===== src/rtl/mem_port_arbiter.sv =====
// Memory port arbiter: shares one memory port between the page-table walker
// (PTW), data access (D) and instruction fetch (I). PTW has fixed priority
// over D, and D over I, except that I wins over D once it has lost to D
// STARVE_LIMIT times in a row. Only one transaction is outstanding at a time.
// All mem_* outputs and the per-requester read data are registered.
module mem_port_arbiter #(
    parameter int ADDR_W       = 64,
    parameter int DATA_W       = 64,
    parameter int STARVE_LIMIT = 4,
    parameter int CNT_W        = 3
) (
    input  logic                clk,
    input  logic                rst,
    // page-table walker
    input  logic                ptw_req,
    input  logic [ADDR_W-1:0]   ptw_addr,
    output logic                ptw_stall,
    output logic [DATA_W-1:0]   ptw_rdata,
    // data access
    input  logic                d_req,
    input  logic                d_we,
    input  logic [ADDR_W-1:0]   d_addr,
    input  logic [DATA_W-1:0]   d_wdata,
    input  logic [DATA_W/8-1:0] d_wmask,
    output logic                d_stall,
    output logic [DATA_W-1:0]   d_rdata,
    // instruction fetch
    input  logic                i_req,
    input  logic [ADDR_W-1:0]   i_addr,
    input  logic                i_flush,
    output logic                i_stall,
    output logic [DATA_W-1:0]   i_rdata,
    // memory port
    output logic                mem_req,
    output logic                mem_we,
    output logic [ADDR_W-1:0]   mem_addr,
    output logic [DATA_W-1:0]   mem_wdata,
    output logic [DATA_W/8-1:0] mem_wmask,
    input  logic                mem_gnt,
    input  logic                mem_rvalid,
    input  logic [DATA_W-1:0]   mem_rdata
);

    localparam int MASK_W = DATA_W / 8;

    localparam logic [1:0] S_IDLE  = 2'd0;
    localparam logic [1:0] S_ISSUE = 2'd1;
    localparam logic [1:0] S_WAIT  = 2'd2;
    localparam logic [1:0] S_DONE  = 2'd3;

    localparam logic [1:0] OWN_PTW = 2'd0;
    localparam logic [1:0] OWN_D   = 2'd1;
    localparam logic [1:0] OWN_I   = 2'd2;

    localparam logic [CNT_W-1:0] STARVE_MAX = CNT_W'(STARVE_LIMIT);

    logic [1:0]        state_q, state_d;
    logic [1:0]        owner_q, owner_d;
    logic              dropped_q, dropped_d;
    logic [CNT_W-1:0]  cnt_q, cnt_d;
    logic              mem_req_q, mem_req_d;
    logic              mem_we_q, mem_we_d;
    logic [ADDR_W-1:0] mem_addr_q, mem_addr_d;
    logic [DATA_W-1:0] mem_wdata_q, mem_wdata_d;
    logic [MASK_W-1:0] mem_wmask_q, mem_wmask_d;
    logic [DATA_W-1:0] ptw_rdata_q, ptw_rdata_d;
    logic [DATA_W-1:0] d_rdata_q, d_rdata_d;
    logic [DATA_W-1:0] i_rdata_q, i_rdata_d;

    logic [1:0]        sel;
    logic              i_flush_hit;

    // Next-state logic: arbitration, memory handshake and response capture.
    always_comb begin
        // NOTE: every variable gets a default here so no path leaves one
        // unassigned, which would otherwise infer a latch.
        state_d     = state_q;
        owner_d     = owner_q;
        dropped_d   = dropped_q;
        cnt_d       = cnt_q;
        mem_req_d   = mem_req_q;
        mem_we_d    = mem_we_q;
        mem_addr_d  = mem_addr_q;
        mem_wdata_d = mem_wdata_q;
        mem_wmask_d = mem_wmask_q;
        ptw_rdata_d = ptw_rdata_q;
        d_rdata_d   = d_rdata_q;
        i_rdata_d   = i_rdata_q;
        sel         = OWN_I;

        // A redirect only matters while a fetch owns the port.
        i_flush_hit = i_flush && (owner_q == OWN_I);

        case (state_q)
            S_IDLE: begin
                if (!i_req) begin
                    cnt_d = '0;
                end
                if (ptw_req || d_req || i_req) begin
                    if (ptw_req) begin
                        sel = OWN_PTW;
                    end else if (i_req && (cnt_q >= STARVE_MAX)) begin
                        sel = OWN_I;
                    end else if (d_req) begin
                        sel = OWN_D;
                    end else begin
                        sel = OWN_I;
                    end

                    case (sel)
                        OWN_PTW: begin
                            mem_we_d    = 1'b0;
                            mem_addr_d  = ptw_addr;
                            mem_wdata_d = '0;
                            mem_wmask_d = '1;
                        end
                        OWN_D: begin
                            mem_we_d    = d_we;
                            mem_addr_d  = d_addr;
                            mem_wdata_d = d_wdata;
                            mem_wmask_d = d_wmask;
                            if (i_req && (cnt_q < STARVE_MAX)) begin
                                cnt_d = cnt_q + CNT_W'(1);
                            end
                        end
                        default: begin
                            mem_we_d    = 1'b0;
                            mem_addr_d  = i_addr;
                            mem_wdata_d = '0;
                            mem_wmask_d = '1;
                            cnt_d       = '0;
                        end
                    endcase

                    owner_d   = sel;
                    dropped_d = 1'b0;
                    mem_req_d = 1'b1;
                    state_d   = S_ISSUE;
                end
            end

            S_ISSUE: begin
                if (i_flush_hit) begin
                    dropped_d = 1'b1;
                end
                if (mem_gnt) begin
                    mem_req_d = 1'b0;
                    state_d   = S_WAIT;
                end
            end

            S_WAIT: begin
                if (i_flush_hit) begin
                    dropped_d = 1'b1;
                end
                if (mem_rvalid) begin
                    case (owner_q)
                        OWN_PTW: ptw_rdata_d = mem_rdata;
                        OWN_D:   d_rdata_d   = mem_rdata;
                        default: begin
                            if (!(dropped_q || i_flush_hit)) begin
                                i_rdata_d = mem_rdata;
                            end
                        end
                    endcase
                    state_d = S_DONE;
                end
            end

            default: begin
                dropped_d = 1'b0;
                state_d   = S_IDLE;
            end
        endcase
    end

    // State and output registers with synchronous reset.
    always_ff @(posedge clk) begin
        // NOTE: sequential state uses non-blocking assignments so every flop
        // samples the pre-edge value regardless of block ordering.
        if (rst) begin
            state_q     <= S_IDLE;
            owner_q     <= OWN_PTW;
            dropped_q   <= 1'b0;
            cnt_q       <= '0;
            mem_req_q   <= 1'b0;
            mem_we_q    <= 1'b0;
            mem_addr_q  <= '0;
            mem_wdata_q <= '0;
            mem_wmask_q <= '0;
            ptw_rdata_q <= '0;
            d_rdata_q   <= '0;
            i_rdata_q   <= '0;
        end else begin
            state_q     <= state_d;
            owner_q     <= owner_d;
            dropped_q   <= dropped_d;
            cnt_q       <= cnt_d;
            mem_req_q   <= mem_req_d;
            mem_we_q    <= mem_we_d;
            mem_addr_q  <= mem_addr_d;
            mem_wdata_q <= mem_wdata_d;
            mem_wmask_q <= mem_wmask_d;
            ptw_rdata_q <= ptw_rdata_d;
            d_rdata_q   <= d_rdata_d;
            i_rdata_q   <= i_rdata_d;
        end
    end

    // Each requester is released only in the DONE cycle of its own
    // transaction; a flushed fetch never sees a release.
    assign ptw_stall = ptw_req && !((state_q == S_DONE) && (owner_q == OWN_PTW));
    assign d_stall   = d_req   && !((state_q == S_DONE) && (owner_q == OWN_D));
    assign i_stall   = i_req   && !((state_q == S_DONE) && (owner_q == OWN_I) && !dropped_q);

    assign ptw_rdata = ptw_rdata_q;
    assign d_rdata   = d_rdata_q;
    assign i_rdata   = i_rdata_q;

    assign mem_req   = mem_req_q;
    assign mem_we    = mem_we_q;
    assign mem_addr  = mem_addr_q;
    assign mem_wdata = mem_wdata_q;
    assign mem_wmask = mem_wmask_q;

endmodule


===== config.mk =====
export PLATFORM = sky130hd
export DESIGN_NAME = mem_port_arbiter
export DESIGN_NICKNAME = d
export VERILOG_FILES = /design/src/rtl/mem_port_arbiter.sv
export SDC_FILE = /design/constraint.sdc
export NUM_CORES = 1
export LEC_CHECK = 0
export BUFFER_PORTS_ARGS = -buffer_cell sky130_fd_sc_hd__buf_2
export CORE_AREA = 4 4 255 257
export CTS_BUF_LIST = sky130_fd_sc_hd__clkbuf_16
export DETAILED_ROUTE_END_ITERATION = 8
export DIE_AREA = 0 0 259 261
export GPL_ROUTABILITY_DRIVEN = 0
export GPL_TIMING_DRIVEN = 0
export PLACE_DENSITY = 0.42
export SYNTH_ARGS = -nofsm -noshare
export SYNTH_HDL_FRONTEND = slang
export SYNTH_SLANG_ARGS = --single-unit

===== constraint.sdc =====
create_clock -name clk -period 1.9 [get_ports clk]
set_clock_uncertainty 0.15 [all_clocks]
set_input_delay 0.285 -clock clk [delete_from_list [all_inputs] [get_ports clk]]
set_output_delay 0.285 -clock clk [all_outputs]
set_load 0.01 [all_outputs]

==> results of run 1 <==
==> logic make-up (layout without fill, tap and decap cells) <==
logic type | count (synthesis) | in the layout | share of synthesized area (%)
flops | 338 | 338 | 54.9
fa+ha+maj | 6 | 6 | 0.609
buf+inv | 140 | 1308 | 4.75
mux | 1 | 1 | 0.0812
simple gates | 360 | 360 | 12.5
compound gates | 479 | 479 | 27.2
other cells | 0 | 8 | 0
==> cells in the final DEF (no fill, tap or decap), types with 19 or more instances in the layout <==
cell           count
a21oi_1          106
a21oi_2           92
a221o_1           64
a22o_1            65
a32o_1            55
buf_12            36
buf_2            680
buf_4             26
buf_6             46
buf_8             27
clkbuf_1          27
clkbuf_16         67
dfxtp_1          334
dlygate4sd3_1    334
nand2_1          175
nand2_2           22
nand2_4           61
nand3_1           50
o21ai_0           37
o21ai_1           19
==> state kept, by name (all words and copies together) (netlist names) <==
register	cells
mem_we	1
dropped_q	1
i_rdata	64
mem_addr	64
mem_req	1
cnt_q	3
d_rdata	64
mem_wdata	64
owner_q	2
mem_wmask	8
state_q	2
ptw_rdata	64
==> where the power goes <==
part / internal, mW / switching (mW) / leakage [nW]
logic: 4.23 / 4.12 / 7.76
registers: 7.94 / 0.486 / 2.75
clock network: 4.11 / 3.39 / 0.639
==> layout make-up <==
type	count	area (µm²)
clock inverter	29	164
sequential	338	6780
inverter	6	30.0
fill	6206	37800
antenna	8	20.0
clock buffer	43	1080
timing repair buffer	1108	8450
buffer	122	1210
multi-input combinational	846	6150
tap	846	1060
==> synth_stat cells, types with 3 or more instances <==
library cell / n
a21oi_1: 198
a221o_1: 64
a22o_1: 65
a32o_1: 64
buf_1: 24
buf_2: 44
clkbuf_1: 64
dfxtp_1: 338
ha_1: 6
inv_1: 6
nand2_1: 258
nand2b_1: 3
nand3_1: 64
nor2_1: 12
nor2b_1: 5
o21ai_0: 65
o31a_1: 3
o32ai_1: 8
==> worst max-delay path: stages, from the launching register on <==
cell,delay (ps)
dfxtp_2,320
buf_6,110
inv_4,30
o41a_1,510
buf_2,190
==> final timing paths <==
| check | depth (start not counted) | slack [ps] | to |
|---|---|---|---|
| setup / recovery | 4 | -270 | i_stall |
| hold / removal | 3 | 60 | cnt_q[0] |
| setup reg to reg | 10 | -240 | mem_addr[10] |
| hold reg to reg | 2 | 300 | d_rdata[13] |
==> routing by layer <==
layer | track usage (%) | vias up | part of all wire, %
met3 | 6.18 | 192 | 8.2
met2 | 36.9 | 782 | 50
met4 | 9.46 | 6 | 5.0
met5 | 0 | - | 0.056
li1 | - | 7145 | -
met1 | 22.5 | 7475 | 37
==> repair_timing <==
action                     4_1_cts  5_1_grt
cloned                          19       27
setup buffers                   40       33
pin swaps                      113      177
gates resized for setup        218      493
hold endpoints to repair       335        0
setup endpoints to repair      328      331
hold buffers                   334        0
==> results_dict.tcl, run 1 <==
set metrics [dict create \
    die_h_um 261 \
    synth-edff-count 0 \
    die-area_um2 67600 \
    netlist_area_um2 12300 \
    async_reset_ff_share_pct 0 \
    cts_tree "built" \
    wire_per_inst_um 23.4 \
    ys_ff_latch 338 \
    via_per_inst 4.66 \
    final_max_slew_viol_count 0 \
    die-width_um 259 \
    tightest_slew_ps 1120 \
    synth_cell_type_count 44 \
    hold_ws_ps 57.7 \
    fin_ws_ps -270 \
    pin_count 670 \
    period_needed_ps 2170 \
    grt_usage_pct 20.6 \
    drt_wl_total_um 78200 \
    cts_buffer_depth 3 \
    antenna_found_initial 21 \
    synth_ff_type "dfxtp_1" \
    violations "negative setup slack" \
    clock_latency_ps 570 \
    post-place-cells 2837 \
    place_area_um2 16800 \
    setup_violations 269 \
    synth.area.top_cells "dfxtp_1, a21oi_1, nand2_1" \
    setup.worst_path.end_class "output pin" \
    arrival_ps 1730 \
    power_mw 24.3 \
    min_period_over_period_pct 114 \
    crit_required_ps 1460 \
    final_util_pct 39.7 \
    start_util_pct 19.7 \
    start_kind "flip-flop" \
    leakagePower_nw 11.1 \
    rr_startpoint "state_q[1]" \
    layout.cells.non_filler 3346 \
    avgSynthCellArea_um2 9.32 \
    gr-total-overflow 0 \
    ant_nets 0 \
    fin_area_um2 24900 \
    clk_pin_slew_ps 50 \
    syn_inst 1324 \
    drt_pass1_iterations 5 \
    clock_sinks 338 \
    finalNetCount 2808 \
    cts_made_buffers 43 \
    grt_pass1_wl_um 104000 \
    pre_cts_ws_ps -1010 \
    critPathMaxFanout 5 \
    yosysTopAreaCellShare_pct 54.9 \
    drv_cap 0 \
    drive_above_1_share_pct 46.5 \
    vdd_ir_drop_max_mv 0.642 \
    finalHoldViolCount 0 \
    portBuffers 667 \
    syn_nets 1667 \
    vias 15600 \
    dp_hpwl_um 55600 \
    rsz0062_at_grt "true" \
    grt_pass1_vias 15300 \
    drt_iter0_markers 912 \
    slew_headroom_pct 25.3 \
    syn_to_final_growth_pct 102 \
    core_um2 62700 \
    synth_top_cell_by_area "dfxtp_1" \
    synth-seq-area-share_pct 54.9 \
    cts_max_level 2 \
    rows 92 \
    yosys_warnings 0 \
    drc 0 \
    p_per_area_nw_per_um2 974 \
    status "complete, but fails checks" \
    timing_worst_setup_path_type "flip-flop to output pin" \
    fmax_mhz 461 \
    setup_tns_ps -27870 \
    grt_max_degree 13 \
    holdCritPathClass "input pin to flip-flop" \
    min_from "ptw_req" \
    clockRootBuffer "clkbuf_16" \
    critPathLaunch "owner_q[1]" \
]
Note: power is estimated with default switching activity, not from simulation.
==> inputs of run 2 (changes only) <==
- PLACE_DENSITY: 0.42 -> 0.41
- clock period: 1.9 -> 2.4 ns (I/O delays scaled with it)
==> results_dict.tcl, run 2 (synthesis results as in run 1) <==
set metrics [dict create \
    final_max_slew_viol_count 0 \
    min_period_over_period_pct 96.9 \
    grt_usage_pct 19.4 \
    finalNetCount 2695 \
    crit_required_ps 1890 \
    rr_startpoint "state_q[0]" \
    drive_above_1_share_pct 34.0 \
    cts_buffer_depth 3 \
    hold_ws_ps 39.9 \
    rsz0062_at_grt "true" \
    start_kind "flip-flop" \
    status "finished, final reports clean" \
    cts_tree "built" \
    clk_pin_slew_ps 60 \
    die-area_um2 67600 \
    ant_nets 0 \
    clock_latency_ps 570 \
    gr-total-overflow 0 \
    grt_pass1_wl_um 98800 \
    slew_headroom_pct 35.3 \
    final_cell_mix "buf_2, dfxtp_1, dlygate4sd3_1, nand2_1, a21oi_1" \
    dp_hpwl_um 54700 \
    period_needed_ps 2320 \
    tightest_slew_ps 970 \
    via_per_inst 4.56 \
    antenna_found_initial 32 \
    holdCritPathClass "input pin to flip-flop" \
    cts_made_buffers 43 \
    wire_per_inst_um 21.7 \
    worstHoldPathCells 3 \
    r2r-end "mem_addr[55]" \
    die_h_um 261 \
    fmax_mhz 430 \
    timing_worst_setup_path_type "flip-flop to output pin" \
    die-width_um 259 \
    fin_ws_ps 75.4 \
    r2r_cells 8 \
    setup.worst_path.end_class "output pin" \
    power_mw 17.2 \
    start_util_pct 19.7 \
    min_from "d_addr[61]" \
    finalHoldViolCount 0 \
    vdd_ir_drop_max_mv 0.468 \
    syn_to_final_growth_pct 73.0 \
    grt_max_degree 13 \
    vias 14800 \
    portBuffers 667 \
    pre_cts_ws_ps -574 \
    drt_pass1_iterations 5 \
    critPathMaxFanout 5 \
    pin_count 670 \
    grt_pass1_vias 14700 \
    final_util_pct 34.0 \
    cts_max_level 2 \
    setup_violations 0 \
    clockRootBuffer "clkbuf_16" \
    final_common_cell "buf_2" \
    hold_end "mem_addr[61]" \
    rrSetupSlack_ps 160 \
    drt_wl_total_um 70700 \
    arrival_ps 1810 \
    clock_sinks 338 \
    core_um2 62700 \
    p_per_area_nw_per_um2 807 \
    drt_iter0_markers 857 \
    leakagePower_nw 9.46 \
    drv_cap 0 \
    drc 0 \
    rows 92 \
]
run 2: changes by cell type in the layout (fill, tap and decap cells not counted), moves of 35 or more:
cell and delta:
buf_6 -46, a21oi_1 +92, buf_2 +35, nand2_1 +83
nand2_4 -61, buf_12 -36, a21oi_2 -92
run 2: power by group:
part / total (mW) / switching [mW] / internal, mW
sequential: 6.64 / 0.357 / 6.28
combinational: 4.37 / 2.51 / 1.86
clock: 6.21 / 2.66 / 3.55
run 2: critical path: stages, from the launching register on:
cell	delay (ps)
dfxtp_4	370
ha_1	160
inv_2	50
o41a_1	490
buf_2	180
run 2: repair_timing:
item / CTS / global route
endpoints found under the hold margin: 331 / 0
hold buffers: 313 / 0
setup buffers: 5 / 0
resized for setup: 9 / 36
pin swaps: 2 / 1
setup endpoints to repair: 184 / 213
run 2: cell type report:
class	instances	area, µm²
sequential	338	6770
fill	6592	41400
clock buffer	44	1100
inverter	6	22.5
buffer	132	597
antenna	19	47.5
multi-input combinational	846	4990
clock inverter	35	235
tap	846	1060
timing repair buffer	985	6510
run 2: metrics by stage:
stage / setup TNS, ps / instances / instance area [µm²]
finish: 0 / 3251 / 21300
global route: -6.15 / 3249 / 21300
CTS: 0 / 3233 / 21200
detailed placement: -57840 / 2837 / 16700
global placement: -61110 / 2837 / 16700
floorplan: 0 / 1324 / 12300
run 2: per-layer routing:
layer / global-route usage [%] / vias to the layer above / part of all wire (%) / wire length, µm
met4: 8.74 / 12 / 4.7 / 3340
met3: 6.54 / 185 / 8.6 / 6090
li1: - / 6927 / - / -
met2: 34.0 / 688 / 49 / 34500
met1: 21.3 / 7022 / 38 / 26700
met5: 0 / - / 0.11 / 80
run 2: how the worst max path moves through the flow:
stage | from | end | slack (ps) | depth (start not counted)
2_1_floorplan | state_q[0] | mem_addr[14] | 370 | 8
3_3_place_gp | rst | ptw_rdata[1] | -640 | 5
3_5_place_dp | rst | ptw_rdata[2] | -570 | 5
4_1_cts | state_q[1] | d_rdata[39] | 4 | 6
5_1_grt | state_q[1] | i_stall | -6 | 4
6_report | state_q[0] | i_stall | 80 | 4
==> inputs of run 3 (changes only) <==
- HOLD_SLACK_MARGIN: not set -> 0.08
==> results_dict.tcl, run 3 (synthesis results as in run 1) <==
set metrics [dict create \
    p_per_area_nw_per_um2 802 \
    dp_hpwl_um 54700 \
    cts_buffer_depth 3 \
    path_cells "ha_1 -> inv_2 -> o41a_1 -> buf_2" \
    status "finished, final reports clean" \
    vdd_ir_drop_max_mv 0.470 \
    cts_tree "built" \
    fin_ws_ps 69.4 \
    finalHoldViolCount 0 \
    vias 14900 \
    grt_pass1_vias 14800 \
    p_switching_mw 5.55 \
    critPathSlowestCell "o41a_1" \
    core_um2 62700 \
    gr-total-overflow 0 \
    ant_nets 0 \
    drt_pass1_iterations 7 \
    timing_worst_setup_path_type "flip-flop to output pin" \
    antenna_found_initial 27 \
    cts_made_buffers 43 \
    holdCritPathClass "input pin to flip-flop" \
    final_max_slew_viol_count 0 \
    critPathMaxFanout 5 \
    period_needed_ps 2330 \
    via_per_inst 4.57 \
    setup_violations 0 \
    drt_wl_total_um 71000 \
    setup.worst_path.end_class "output pin" \
    start_kind "flip-flop" \
    power_mw 17.3 \
    final_util_pct 34.3 \
    rsz0062_at_grt "true" \
    setup_tns_ps 0 \
    clock_latency_ps 570 \
    switching_share_pct 32.1 \
    drv_cap 0 \
    clock_sinks 338 \
    rows 92 \
    syn_to_final_growth_pct 74.5 \
    drive_above_1_share_pct 33.7 \
    cts_max_level 2 \
    pin_count 670 \
    arrival_ps 1820 \
    post-place-cells 2837 \
    pwr-share-seq_pct 38.5 \
    final_cell_mix "buf_2, dfxtp_1, dlygate4sd3_1, nand2_1, a21oi_1" \
    drt_iter0_markers 951 \
    place_area_um2 16700 \
    min_period_over_period_pct 97.1 \
    max_stage_delay_ps 500 \
    layout.cells.non_filler 3267 \
    crit_required_ps 1890 \
    start_util_pct 19.7 \
    die_h_um 261 \
    clk_pin_slew_ps 60 \
    grt_pass1_wl_um 99300 \
    hold_ws_ps 128 \
    grt_max_degree 13 \
    wire_per_inst_um 21.7 \
    portBuffers 667 \
    grt_usage_pct 19.5 \
    slew_headroom_pct 36.8 \
    fillers 6575 \
    clockRootBuffer "clkbuf_16" \
    pre_cts_ws_ps -574 \
    fmax_mhz 429 \
    p_int_mw 11.7 \
    final_common_cell "buf_2" \
    finalNetCount 2715 \
    die-width_um 259 \
    leakagePower_nw 9.54 \
    tightest_slew_ps 948 \
    drc 0 \
    fin_area_um2 21500 \
    pwr-share-comb_pct 25.5 \
    clkPwrFrac_pct 36.0 \
    die-area_um2 67600 \
]
## run 3: cell types whose count changed in the layout (fill, tap and decap cells not counted)
| cell | change |
|---|---|
| dlygate4sd3_1 | +20 |
| nor3b_1 | +1 |
| diode_2 | -4 |
| nor3b_2 | -1 |
## run 3: what timing repair did
action / CTS / global route
setup buffers: 5 / 0
endpoints found under the setup margin: 184 / 216
gates resized for setup: 9 / 35
hold buffers: 333 / 0
endpoints found under the hold margin: 336 / 0
pin swaps: 2 / 1
## run 3: layout make-up
class | count | area, µm² | share of cell area [%]
inverter | 6 | 22.5 | 0.105
antenna | 15 | 37.5 | 0.174
timing repair buffer | 1005 | 6710 | 31.2
clock inverter | 35 | 235 | 1.09
clock buffer | 44 | 1100 | 5.12
tap | 846 | 1060 | 4.92
sequential | 338 | 6770 | 31.5
buffer | 132 | 597 | 2.77
multi-input combinational | 846 | 4990 | 23.2
## run 3: worst max-delay path: cells and delay by family, from the launching register on
| kind | cells | cell delay, ps |
|---|---|---|
| AOI/OAI and AO/OA | 1 | 500 |
| adders and majority gates | 1 | 160 |
| buffers and inverters | 2 | 230 |
| DFF | 1 | 370 |
## run 3: final timing paths
kind	cells after the start	to	start	slack [ps]
max	4	i_stall	state_q[0]	70
max reg2reg	8	mem_addr[55]	state_q[1]	150
min reg2reg	2	ptw_rdata[61]	ptw_rdata[61]	300
min	3	mem_addr[55]	d_addr[55]	130
## run 3: metal layers
layer / global-route usage [%] / up-vias / share of wire, %
met5: 0 / - / 0.11
met3: 6.26 / 185 / 8.5
li1: - / 6966 / -
met1: 21.5 / 7047 / 38
met4: 8.73 / 12 / 4.9
met2: 34.2 / 707 / 49
## run 3: power groups by stage
stage                     logic [mW]  clock network [mW]  registers, mW
after floorplan                 1.75                   0           7.00
after detailed placement        3.91                   0           6.74
final                           4.41                6.21           6.64
after global routing            4.74                6.65           6.71
after CTS                       4.42                6.44           6.62
after global placement          3.90                   0           6.72
